==> src/rtl/cp0_m.sv <==
// cp0_m: Coprocessor 0 for the M stage of the 5-stage MIPS pipeline.
// Holds SR, Cause, EPC and PrID. Arbitrates hardware interrupts against
// exceptions carried down the pipe, and raises Req to flush and redirect.
//
// Optional feature: define CP0_TIMER_EN to add Count(9)/Compare(11) and a
// timer interrupt that is OR-ed onto HWInt[5].
//
// Ports:
//   clk        in   1   system clock, rising edge
//   reset      in   1   asynchronous, active-high; clears all CP0 state
//   en         in   1   mtc0 write enable
//   CP0Add     in   5   register number for mtc0/mfc0
//   CP0In      in  32   mtc0 write data
//   VPC        in  32   PC of the instruction in M
//   BDIn       in   1   M instruction is in a branch delay slot
//   ExcCodeIn  in   5   exception code carried to M (0 = none)
//   HWInt      in   6   external interrupt lines, level-sensitive
//   EXLClr     in   1   eret is in M
//   CPOut      out 32   combinational read of register CP0Add
//   EPCOut     out 32   current EPC
//   HandlerPC  out 32   exception entry address
//   Req        out  1   take interrupt/exception this cycle (combinational)
module cp0_m #(
  parameter logic [31:0] PRID       = 32'h4255_4141,
  parameter logic [31:0] HANDLER_PC = 32'h0000_4180
) (
  input  logic        clk,
  input  logic        reset,
  input  logic        en,
  input  logic [4:0]  CP0Add,
  input  logic [31:0] CP0In,
  input  logic [31:0] VPC,
  input  logic        BDIn,
  input  logic [4:0]  ExcCodeIn,
  input  logic [5:0]  HWInt,
  input  logic        EXLClr,
  output logic [31:0] CPOut,
  output logic [31:0] EPCOut,
  output logic [31:0] HandlerPC,
  output logic        Req
);

  localparam logic [4:0] REG_COUNT   = 5'd9;
  localparam logic [4:0] REG_COMPARE = 5'd11;
  localparam logic [4:0] REG_SR      = 5'd12;
  localparam logic [4:0] REG_CAUSE   = 5'd13;
  localparam logic [4:0] REG_EPC     = 5'd14;
  localparam logic [4:0] REG_PRID    = 5'd15;

  logic [5:0]  r_im;
  logic        r_exl;
  logic        r_ie;
  logic        r_bd;
  logic [5:0]  r_ip;
  logic [4:0]  r_exccode;
  logic [31:0] r_epc;

  logic [5:0]  w_hwint;
  logic        w_int_req;
  logic        w_exc_req;
  logic        w_req;
  logic        w_wr_en;
  logic [31:0] w_epc_next;
  logic [31:0] w_sr;
  logic [31:0] w_cause;

`ifdef CP0_TIMER_EN
  logic [31:0] r_count;
  logic [31:0] r_compare;
  logic        r_timer_pend;

  // Timer pending shares the HWInt[5] line
  assign w_hwint = {HWInt[5] | r_timer_pend, HWInt[4:0]};
`else
  assign w_hwint = HWInt;
`endif

  // Request arbitration; EXL masks both sources, reset forces Req low
  assign w_int_req = (|(w_hwint & r_im)) & r_ie & ~r_exl;
  assign w_exc_req = (ExcCodeIn != 5'd0) & ~r_exl;
  assign w_req     = ~reset & (w_int_req | w_exc_req);
  assign Req       = w_req;

  // An mtc0 coinciding with a taken request is discarded
  assign w_wr_en    = en & ~w_req;
  assign w_epc_next = BDIn ? (VPC - 32'd4) : VPC;

  assign w_sr    = {16'd0, r_im, 8'd0, r_exl, r_ie};
  assign w_cause = {r_bd, 15'd0, r_ip, 3'd0, r_exccode, 2'd0};

  assign EPCOut    = r_epc;
  assign HandlerPC = HANDLER_PC;

  // mfc0 read mux
  always_comb begin
    CPOut = 32'd0;
    case (CP0Add)
      REG_SR:      CPOut = w_sr;
      REG_CAUSE:   CPOut = w_cause;
      REG_EPC:     CPOut = r_epc;
      REG_PRID:    CPOut = PRID;
`ifdef CP0_TIMER_EN
      REG_COUNT:   CPOut = r_count;
      REG_COMPARE: CPOut = r_compare;
`endif
      default:     CPOut = 32'd0;
    endcase
  end

  // SR / Cause / EPC update: request beats eret, eret beats the SR.EXL write
  always_ff @(posedge clk or posedge reset) begin
    if (reset) begin
      r_im      <= 6'd0;
      r_exl     <= 1'b0;
      r_ie      <= 1'b0;
      r_bd      <= 1'b0;
      r_ip      <= 6'd0;
      r_exccode <= 5'd0;
      r_epc     <= 32'd0;
    end else begin
      r_ip <= w_hwint;
      if (w_req) begin
        r_exl     <= 1'b1;
        r_exccode <= w_int_req ? 5'd0 : ExcCodeIn;
        r_bd      <= BDIn;
        r_epc     <= {w_epc_next[31:2], 2'b00};
      end else begin
        if (EXLClr) begin
          r_exl <= 1'b0;
        end
        if (w_wr_en && (CP0Add == REG_SR)) begin
          r_im <= CP0In[15:10];
          r_ie <= CP0In[0];
          if (!EXLClr) begin
            r_exl <= CP0In[1];
          end
        end
        if (w_wr_en && (CP0Add == REG_EPC)) begin
          r_epc <= CP0In;
        end
      end
    end
  end

`ifdef CP0_TIMER_EN
  // Free-running Count, Compare match latches TimerPend until Compare is rewritten
  always_ff @(posedge clk or posedge reset) begin
    if (reset) begin
      r_count      <= 32'd0;
      r_compare    <= 32'd0;
      r_timer_pend <= 1'b0;
    end else begin
      if (w_wr_en && (CP0Add == REG_COUNT)) begin
        r_count <= CP0In;
      end else begin
        r_count <= r_count + 32'd1;
      end
      if (w_wr_en && (CP0Add == REG_COMPARE)) begin
        r_compare    <= CP0In;
        r_timer_pend <= 1'b0;
      end else if ((r_count == r_compare) && (r_compare != 32'd0)) begin
        r_timer_pend <= 1'b1;
      end
    end
  end
`endif

endmodule

==> config.mk <==
export PLATFORM = sky130hd
export DESIGN_NAME = cp0_m
export DESIGN_NICKNAME = d
export VERILOG_FILES = /design/src/rtl/cp0_m.sv
export SDC_FILE = /design/constraint.sdc
export NUM_CORES = 1
export LEC_CHECK = 0
export CAP_MARGIN = 10
export CELL_PAD_IN_SITES_DETAIL_PLACEMENT = 2
export CELL_PAD_IN_SITES_GLOBAL_PLACEMENT = 2
export CORE_ASPECT_RATIO = 0.5
export CORE_MARGIN = 4
export CORE_UTILIZATION = 23
export DETAILED_ROUTE_END_ITERATION = 12
export PLACE_DENSITY_LB_ADDON = 0.1
export SKIP_LAST_GASP = 1
export SYNTH_ARGS = -nofsm -noshare
export SYNTH_HDL_FRONTEND = slang
export SYNTH_SLANG_ARGS = --single-unit
==> constraint.sdc <==
create_clock -name clk -period 2.6 [get_ports clk]
set_input_delay 0.52 -clock clk [delete_from_list [all_inputs] [get_ports clk]]
set_output_delay 0.52 -clock clk [all_outputs]
set_load 0.01 [all_outputs]
# == After elaboration in Yosys (flattened, before gate mapping) ==
# Index checks and enable logic that the tools add are counted.
# classes
n_addsub,1
eq_ne,4
muxes,9
bitwise_logic,10
n_reduce_logical,6
# ops
operator,count
case mux 32 bit (4 select lines),1
2-to-1 mux 32 bit,3
"subtractor 32 x 3 -> 32 bit, second input constant",1
"equality test 5 x 4 -> 1 bit, second input constant",4
AND 6 bit,1
OR reduction 6 bit,1
AND 1 bit,5
2-to-1 mux 5 bit,1
nonzero test 5 bit,1
2-to-1 mux 1 bit,4
inverter 1 bit,3
logical AND 1 bit,2
AND reduction 2 bit,1
nonzero test 2 bit,1
OR 1 bit,1
# word_totals
ff_bits,52
in_bits,85
output_inout_bits,97
elab_cells,37

# == Longest topological paths before layout ==
# logic_depth
word_depth,11
depth_mapped,8
ltp_nobuf,6

# == Least setup slack after synthesis ==
# No wires, ideal clock.
# synth_timing
path_type,input to output
startpoint,input port HWInt[0]
endpoint,output port Req
arrival_time_ns,1.730
path_slack_ns,0.350
path_stages,6
cell_sequence,a22oi_1 -> a311oi_2 -> nor2_4 -> inv_8 -> buf_8 -> buf_2
# synth_between
elab_chain_cells,6
# synth_lines
item,line_no,text
from (decl),35,"input logic [5:0] HWInt,"
AND 6 bit,79,assign w_int_req = (|(w_hwint & r_im)) & r_ie & ~r_exl;
OR reduction 6 bit,79,
AND 1 bit (2 in a row),79,
OR 1 bit,81,assign w_req = ~reset & (w_int_req | w_exc_req);
AND 1 bit,81,
to (decl),40,output logic Req
# No other way between the ends.

# == Worst setup path after layout ==
# layout_timing
startpoint,input port CP0Add[4]
endpoint,output port CPOut[27]
# layout_between
elab_chain_cells,2
word_cells_on_any_way,5
# layout_lines
item,line_no,text
from (decl),30,"input logic [4:0] CP0Add,"
equality test 5 x 4 -> 1 bit,97,case (CP0Add)
case mux 32 bit (4 select lines) *,97,
to (decl),37,"output logic [31:0] CPOut,"
# Mark *: on every way between the ends. The rest lies on a longest branch, timed or not.

==> impl_metrics.json <==
{
  "status": "complete, but fails checks",
  "failed_checks": "negative setup slack",
  "synthArstFlopShare": 1.00,
  "synth-edff-count": 0,
  "avgSynthCellArea_um2": 9.28,
  "yosys.area_share.simple": 0.246,
  "cp_max_fo": 7,
  "areaGrowthSynthToFinish_pct": 55.1,
  "grt_overflow": 0,
  "cts_tree": "yes",
  "yosys.area_share.xor_xnor": 0.0299,
  "r2r_cells": 5,
  "postCtsHoldBufs": 0,
  "cts_max_path_buffers": 2,
  "clkTransAtPathRegs_ns": 0.08,
  "die_w_um": 190,
  "synth_top_area_frac": 0.341,
  "yosys_warnings": 0,
  "final_nets": 686,
  "first_iter_violations": 126,
  "synth_cell_types": 53,
  "synth_flop_cell": "dfrtp_1",
  "htreeDepth": 2,
  "r2r_slack_ns": 0.57,
  "grt_pass1_wl_um": 24800,
  "die_h_um": 99.0,
  "post-route-period-util": 1.03,
  "grt_pass1_vias": 4252,
  "post-route-min-period_ns": 2.68,
  "max_cap_viol_count": 0,
  "tns_ns": -0.0957,
  "yosys-top-cells-count": "52 x dfrtp_1, 42 x nor2_1, 37 x mux2i_1",
  "reg2reg_from": "r_im[0]",
  "fmax_mhz": 373,
  "setup_viol": 4,
  "leakagePower_nw": 2.53,
  "cts_num_sinks": 52,
  "ys_ff_latch": 52,
  "ys_seq_area_frac": 0.341,
  "numCtsBuffers": 5,
  "yosysMostFrequentCell": "dfrtp_1",
  "setup_ws_ns": -0.0794,
  "cts_root_buf": "clkbuf_16",
  "clock_latency_ns": 0.30,
  "max-vdd-ir-drop_mv": 0.291,
  "hold_ws_ns": 0.497,
  "diodes": 0,
  "powerDensity_mw_per_mm2": 606,
  "synth_mux_area_frac": 0.136,
  "synthAdderAreaFrac": 0.00328,
  "path_class": "input pin to primary output",
  "dp_hpwl_um": 12600,
  "hold_start": "r_exccode[4]",
  "yosys-top-cells-area": "dfrtp_1 34%, mux2i_1 9.7%, buf_4 6.3%",
  "wl_um": 15900,
  "fill_cells": 1773,
  "finalMaxSlewViolations": 0,
  "antenna_found_initial": 2,
  "num_vias": 3846,
  "drtPass1Iterations": 4,
  "hold_viol": 0,
  "skew_ns": 0.0116,
  "io_pins": 182,
  "min_to": "r_exccode[4]",
  "grt_max_degree": 34,
  "rsz0062_at_grt": "yes",
  "dieArea_mm2": 0.0188,
  "track_usage": 0.167,
  "rr_endpoint": "EPCOut[27]",
  "port_buffers": 147,
  "endpoint_kind": "primary output",
  "synth_top_family_by_area": "simple AND/OR/NAND/NOR gates",
  "hp-class": "flop to flop",
  "arrival_ns": 2.16,
  "cts_setup_buffers": 0,
  "row_count": 32,
  "synth_area_mm2": 0.00381,
  "initial_utilization": 0.241,
  "critical_path.startpoint_type": "input pin",
  "ant_nets": 0,
  "drcViolationCount": 0,
  "via_per_inst": 4.68,
  "synth_cells": 411,
  "synth_compound_area_frac": 0.137,
  "drive_gt1_frac": 0.165,
  "hold_depth": 1,
  "core_area_mm2": 0.0158,
  "synth_largest_area_cell": "dfrtp_1",
  "place_congestion": 0.771,
  "wl_per_cell_um": 19.3,
  "worstPathRequired_ns": 2.08
}
-- cells in the final DEF (no fill, tap or decap), types with 15 or more instances in the layout --
cell,count
dfrtp_1,52
mux2i_1,37
and3_1,15
nor2_1,41
dlygate4sd2_1,19
clkdlybuf4s50_1,124
conb_1,32
nor4_1,17
a21boi_0,16
buf_4,57
a31oi_1,16
-- per-stage QoR --
step	power [W]	utilization	instance area [µm²]	instances	worst slack (ns)
finish	0.00358	0.374	5910	822	-0.0794
global route	0.00384	0.374	5910	822	-0.185
CTS	0.00364	0.374	5910	822	-0.111
global placement	0.00287	0.364	5760	814	-0.347
detailed placement	0.00291	0.364	5760	814	-0.352
floorplan	0.00203	-	3930	441	0.350
-- metal layers --
metal / vias up / track usage / part of all wire
met1: 1922 / 0.232 / 0.48
met3: 2 / 0.0294 / 0.041
met5: - / 0 / 0
li1: 1830 / - / -
met4: 0 / 0.0150 / 0.0030
met2: 92 / 0.285 / 0.48
-- final cells by class --
type	instances	area (µm²)	share of cell area
clock inverter	3	25.0	0.00423
multi-input combinational	329	2240	0.380
inverter	5	26.3	0.00444
clock buffer	5	125	0.0212
sequential	52	1300	0.220
timing repair buffer	207	1910	0.324
tap	221	277	0.0468
-- worst max-delay path by stage --
stage          startpoint         to  cells past startpoint
4_1_cts         CP0Add[4]  CPOut[27]                      6
3_3_place_gp    CP0Add[0]  CPOut[24]                      6
6_report        CP0Add[4]  CPOut[27]                      6
5_1_grt         CP0Add[4]  CPOut[27]                      6
3_5_place_dp    CP0Add[0]  CPOut[27]                      6
2_1_floorplan    HWInt[0]        Req                      6
-- worst max-delay path: stages --
cell	delay, ns
clkdlybuf4s50_1	0.41
nand3b_1	0.22
nor2_2	0.18
buf_6	0.15
and2_1	0.14
clkdlybuf4s50_1	0.53
-- sequential cells by signal, summed over array words and instances, names as in the netlist --
name,cells
r_ip,6
EPCOut,32
r_bd,1
r_exl,1
r_ie,1
r_exccode,5
r_im,6
-- cell families (layout without fill, tap and decap cells) --
group	Yosys count	in the layout
buffers and inverters	60	220
adder cells (fa/ha/maj)	1	1
AO/OA/AOI/OAI	74	74
flip-flops	52	52
AND/OR/NAND/NOR	159	159
other	2	32
XOR/XNOR	13	13
multiplexers	50	50
-- where the power goes --
group / total, W / internal [W] / switching [W] / leakage, nW
Clock: 0.000724 / 0.000366 / 0.000358 / 0.0708
Sequential: 0.00131 / 0.00109 / 0.000226 / 0.610
Combinational: 0.00154 / 0.000853 / 0.000689 / 1.85
Total: 0.00358 / 0.00231 / 0.00127 / 2.53
-- what timing repair did --
item,in CTS,in global routing
endpoints found under the setup margin,33,15
resized for setup,26,6
pin swaps,1,2
No activity file was read; power rests on OpenSTA's default activity.
